<file path="config.mk">
export PLATFORM = sky130hd
export DESIGN_NAME = gups_updater
export DESIGN_NICKNAME = d
export VERILOG_FILES = /design/src/rtl/gups_updater.sv
export SDC_FILE = /design/constraint.sdc
export NUM_CORES = 1
export LEC_CHECK = 0
export CAP_MARGIN = 20
export CORE_ASPECT_RATIO = 0.7
export CORE_MARGIN = 5
export CORE_UTILIZATION = 47
export CTS_CLUSTER_SIZE = 20
export DETAILED_ROUTE_END_ITERATION = 8
export HOLD_SLACK_MARGIN = 0.06
export PLACE_DENSITY = 0.77
export SLEW_MARGIN = 10
export SYNTH_ARGS = -nofsm -noshare
export SYNTH_HDL_FRONTEND = slang
export SYNTH_SLANG_ARGS = --single-unit
export TNS_END_PERCENT = 20
</file>
<file path="constraint.sdc">
create_clock -name clk -period 3.43 [get_ports clk]
set_clock_uncertainty 0.05 [all_clocks]
set_input_delay 0.5145 -clock clk [delete_from_list [all_inputs] [get_ports clk]]
set_output_delay 0.5145 -clock clk [all_outputs]
set_load 0.02 [all_outputs]
</file>
<file path="src/rtl/gups_updater.sv">
`timescale 1ns/1ps
// GUPS-style random-access updater: LFSR lanes produce masked word addresses, and each
// selected word is read, incremented or XORed with the random value, and written back.
//
// state  | meaning
// S_IDLE | waiting for start
// S_GEN  | register masked random address
// S_RD   | read request held until rdy
// S_MOD  | compute update word from captured read data
// S_WR   | write request held until rdy
// S_NEXT | count the update, advance LFSRs or finish
// S_DONE | one-cycle completion pulse
module gups_updater #(
  parameter int DATA_W = 64,
  parameter int ADDR_W = 64,
  parameter int LANES  = 4,
  parameter int CNT_W  = 32
) (
  input  logic                  clk,
  input  logic                  rst_n,
  input  logic                  start,
  input  logic                  mode,
  input  logic [CNT_W-1:0]      num_updates,
  input  logic [LANES*16-1:0]   seeds,
  input  logic [ADDR_W-1:0]     range,
  output logic [ADDR_W-1:0]     addr,
  input  logic [DATA_W-1:0]     din,
  output logic [DATA_W-1:0]     dout,
  output logic                  req,
  output logic                  wr,
  input  logic                  rdy,
  output logic                  busy,
  output logic                  done,
  output logic [CNT_W-1:0]      upd_cnt
);

  localparam int          RND_W    = LANES * 16;
  localparam logic [15:0] SEED_DEF = 16'hACE1;

  typedef enum logic [2:0] {
    S_IDLE,
    S_GEN,
    S_RD,
    S_MOD,
    S_WR,
    S_NEXT,
    S_DONE
  } state_t;

  state_t state;
  state_t state_nxt;

  logic              mode_q;
  logic [CNT_W-1:0]  num_q;
  logic [ADDR_W-1:0] range_q;
  logic [RND_W-1:0]  lfsr;
  logic [RND_W-1:0]  lfsr_adv;
  logic [RND_W-1:0]  lfsr_seed;
  logic [DATA_W-1:0] rdata;
  logic [ADDR_W-1:0] rnd_addr;
  logic [DATA_W-1:0] rnd_data;
  logic [CNT_W-1:0]  cnt_inc;

  // Fibonacci taps for x^16+x^14+x^13+x^11+1, shifting toward bit 0
  function automatic logic [15:0] lfsr_step(input logic [15:0] v);
    return {v[0] ^ v[2] ^ v[3] ^ v[5], v[15:1]};
  endfunction

  always_comb begin
    lfsr_adv  = '0;
    lfsr_seed = '0;
    for (int i = 0; i < LANES; i++) begin
      lfsr_adv[16*i +: 16]  = lfsr_step(lfsr[16*i +: 16]);
      lfsr_seed[16*i +: 16] = (seeds[16*i +: 16] == 16'h0000) ? SEED_DEF : seeds[16*i +: 16];
    end
  end

  generate
    if (RND_W >= ADDR_W) begin : g_addr_trunc
      assign rnd_addr = lfsr[ADDR_W-1:0];
    end else begin : g_addr_ext
      assign rnd_addr = {{(ADDR_W-RND_W){1'b0}}, lfsr};
    end
    if (RND_W >= DATA_W) begin : g_data_trunc
      assign rnd_data = lfsr[DATA_W-1:0];
    end else begin : g_data_ext
      assign rnd_data = {{(DATA_W-RND_W){1'b0}}, lfsr};
    end
  endgenerate

  assign cnt_inc = upd_cnt + CNT_W'(1);

  always_ff @(posedge clk or negedge rst_n) begin
    if (!rst_n) begin
      state <= S_IDLE;
    end else begin
      state <= state_nxt;
    end
  end

  always_comb begin
    state_nxt = state;
    case (state)
      S_IDLE: begin
        if (start) begin
          state_nxt = (num_updates == '0) ? S_DONE : S_GEN;
        end
      end
      S_GEN:  state_nxt = S_RD;
      S_RD: begin
        if (rdy) state_nxt = S_MOD;
      end
      S_MOD:  state_nxt = S_WR;
      S_WR: begin
        if (rdy) state_nxt = S_NEXT;
      end
      S_NEXT: state_nxt = (cnt_inc == num_q) ? S_DONE : S_GEN;
      S_DONE: state_nxt = S_IDLE;
      default: state_nxt = S_IDLE;
    endcase
  end

  always_ff @(posedge clk or negedge rst_n) begin
    if (!rst_n) begin
      mode_q  <= 1'b0;
      num_q   <= '0;
      range_q <= '0;
      lfsr    <= '0;
      rdata   <= '0;
      addr    <= '0;
      dout    <= '0;
      upd_cnt <= '0;
    end else begin
      case (state)
        S_IDLE: begin
          if (start) begin
            mode_q  <= mode;
            num_q   <= num_updates;
            range_q <= range;
            lfsr    <= lfsr_seed;
            upd_cnt <= '0;
          end
        end
        S_GEN: addr <= rnd_addr & range_q;
        S_RD: begin
          if (rdy) rdata <= din;
        end
        S_MOD: dout <= mode_q ? (rdata ^ rnd_data) : (rdata + DATA_W'(1));
        S_NEXT: begin
          upd_cnt <= cnt_inc;
          // lanes only step when another update follows
          if (cnt_inc != num_q) lfsr <= lfsr_adv;
        end
        default: ;
      endcase
    end
  end

  assign req  = (state == S_RD) || (state == S_WR);
  assign wr   = (state == S_WR);
  assign busy = (state != S_IDLE);
  assign done = (state == S_DONE);

endmodule

</file>
==> summary.txt <==
Global route
  – Global route overflow: 0
  – Initial antenna violation count: 2
  – Largest net degree at the start of global routing: 159
  – First-pass GRT wire length: 98.7 mm
  – Total track usage: 0.289
  – Vias in the first global route: 16,300

Clocking
  – Clock latency on the worst-skew pair: 0.53 ns
  – CTS tree: built
  – CTS buffer count: 40
  – Clock slew at reported path FFs: 0.07 ns
  – # H-tree levels: 2
  – Buffer levels on the longest clock path: 3
  – Clock root buffer: clkbuf_16
  – Clk sinks: 388

Synth
  – Share of the synthesized area in the top cell type: 0.521
  – Netlist cell types: 69
  – Synth Register Bits: 388
  – Ys flop type: dfrtp_1
  – Sequential area share after synthesis: 0.521
  – Post-synth top area cell: dfrtp_1
  – Post-Synthesis Cell Area: 18,600 um^2
  – Synth area leaders: dfrtp_1 52%, mux2_2 9.6%, nand2_1 5.6%
  – Top cells by instance count after synthesis: 388 x dfrtp_1, 276 x nand2_1, 192 x o21ai_0
  – Synth Instances: 1,769
  – Top-count cell post-synth: dfrtp_1
  – Syn Nets: 2,000
  – Synth async-reset ratio: 1.00
  – Post-synth EDFFs: 0
  – Synth Area per Inst: 10.5 um^2
  – Syn. warnings: 0

Setup path
  – Reg-to-reg setup timing slack: 0.04 ns
  – Worst Path Buf+Inv: 2
  – Max Fanout on Critical Path: 7
  – Reg-to-reg startpoint: upd_cnt[6]$_DFFE_PN0P_
  – Cell mode on critical path: or4_4
  – Top cell family by delay on the critical path: simple AND/OR/NAND/NOR gates
  – Cell depth of the worst flop-to-flop path: 10
  – CP Capture Type: register
  – Max incr delay on CP: 0.58 ns
  – R2r endpoint: lfsr[51]$_DFFE_PN0P_
  – Startpoint Class: register
  – Critical path type: register to register
  – Req. time, crit path: 3.79 ns
  – Slowest CP cell: or4_4
  – CP Data Arrival Time: 3.76 ns
  – CP cell instances: nand2_2 -> or4_4 -> or4_4 -> a22o_1 -> or3_4 -> nor4_4 -> a41oi_4 -> buf_12 -> clkbuf_16 -> o221a_1

Floorplan
  – # rows: 61
  – Die height: 177 um
  – Die ar.: 43,800 um^2
  – Starting Density: 0.472
  – Die width: 248 um
  – I/O pin count: 393
  – Total core area: 39,500 um^2

Routing
  – Met2 WL: 28.7 mm
  – Vias: 16,400
  – First-pass iteration count of the detailed router: 6
  – Met3 wire length: 5.70 mm
  – M1 WL: 29.3 mm
  – Top sig layer: met4
  – Post-route ant nets: 0
  – Drt drc: 0
  – WL final: 65.8 mm
  – Wire per inst: 23.7 um
  – DRT iter0 DRCs: 2,151
  – Via density: 5.88

Timing
  – Final WS setup: 0.0380 ns
  – RSZ-0062 raised after global routing: true
  – Worst Tran Pin Value: 0.918 ns
  – Tmin final: 3.39 ns
  – Final Hold Fails: 0
  – Tcrit/Tclk final: 0.989
  – Relative slew slack: 0.388
  – Max Slew Vio Count: 0
  – F_max: 295 MHz
  – Final setup viols: 0

Worst hold path
  – Hold crit path type: register to register
  – Hold_sp: addr[32]$_DFFE_PN0P_
  – Hold depth: 2
  – Hold Path End: addr[32]$_DFFE_PN0P_

Placed design
  – Placed Cells: 2,693
  – Number of I/O port buffers: 392
  – Final HPWL DP: 47.9 mm
  – Final RePlAce weighted congestion: 1.00
  – Place WS: -0.0471 ns

Power and ir drop
  – Maximum VDD drop: 461 uV
  – Power Density: 866 nW/um^2
  – Total power: 22.0 mW
  – Pleak: 10.3 nW

Finish
  – Share of cells above drive strength 1: 0.176
  – Synthesis-to-layout area growth: 36.4%
  – Final nets: 2,446
  – Final design utilization: 0.644
  – Layout Cells excl Fill: 2,782

Job
  – Maxcap violations: 0

Run status
  – Outcome: complete, no violations
==> metal layers <==
layer / vias up / track usage
li1: 7288 / -
met1: 8153 / 0.429
met2: 788 / 0.434
met3: 134 / 0.0557
met4: 0 / 0.0864
met5: - / 0
==> worst register-to-register path, delay by kind of cell, from the launching register on <==
family	cells	cell delay, ns
and+or+nand+nor	5	1.85
AOI/OAI and AO/OA	3	0.59
DFF	1	0.43
buffers and inverters	2	0.35
==> stage by stage <==
stage          hold WS, ns  instance area, um^2  setup TNS (ns)
2_1_floorplan        0.169                18700               0
3_3_place_gp         0.410                23800               0
3_5_place_dp         0.420                23800          -0.394
4_1_cts              0.434                25200               0
5_1_grt              0.455                25400          -0.743
6_report             0.431                25400               0
==> cells by family after synthesis <==
kind of cell / count (synthesis) / synth area share
AOI/OAI and AO/OA: 404 / 0.145
xor gates and xnor gates: 113 / 0.0531
adders and majority gates: 2 / 0.00134
buffers and inverters: 125 / 0.0276
DFF: 388 / 0.521
muxes: 164 / 0.0987
and+or+nand+nor: 573 / 0.153
==> sequential cells by signal, summed over array words and instances, names as in the netlist, 3 cells and up <==
signal / count
lfsr: 64
upd_cnt: 32
range_q: 64
addr: 64
dout: 64
num_q: 32
rdata: 64
state: 3
==> area by class of cell <==
type                    instances  area (um^2)
repair buffers                511         5090
fillers                      3150        14000
clock buffers                  56         1180
diodes                          2         5.00
well taps                     535          669
inverters                      18         67.6
multi-input cells            1256         8520
clock inverters                16          150
flip-flops and latches        388         9720
==> how the worst max path moves through the flow <==
stage	from	to	slack [ns]	depth (start not counted)
2_1_floorplan	upd_cnt[5]$_DFFE_PN0P_	lfsr[50]$_DFFE_PN0P_	0.003	10
3_3_place_gp	upd_cnt[2]$_DFFE_PN0P_	lfsr[1]$_DFFE_PN0P_	0.05	9
3_5_place_dp	upd_cnt[1]$_DFFE_PN0P_	lfsr[22]$_DFFE_PN0P_	-0.05	10
4_1_cts	upd_cnt[7]$_DFFE_PN0P_	lfsr[20]$_DFFE_PN0P_	0.02	9
5_1_grt	upd_cnt[6]$_DFFE_PN0P_	lfsr[6]$_DFFE_PN0P_	-0.04	12
6_report	upd_cnt[6]$_DFFE_PN0P_	lfsr[51]$_DFFE_PN0P_	0.04	10
==> power by group <==
group	leakage [nW]	internal [mW]	switching, mW
clock	0.648	2.57	1.87
sequential	4.78	6.56	1.92
combinational	4.92	4.46	4.62
total	10.3	13.6	8.42
==> layout by cell type (no fill, tap or decap), types with 29 or more instances in the layout <==
cell and instances:
clkdlybuf4s50_1 391, dfrtp_1 376, nand2_1 275, o21ai_0 192, mux2_2 158, buf_4 96, xnor2_1 60, xor2_1 53
nor2_1 44, clkbuf_16 44, nand4_1 38, nand2b_1 36, nor4_1 35, a21oi_1 31, o21a_1 29
==> repair_timing <==
item / in CTS / in global routing
pin swaps: 0 / 16
endpoints found under the setup margin: 47 / 60
gates cloned: 0 / 6
buffers inserted: 0 / 8
resized for setup: 3 / 13
hold buffers: 1 / 0
hold endpoints to repair: 75 / 0
Note: power is estimated with default switching activity, not from simulation.
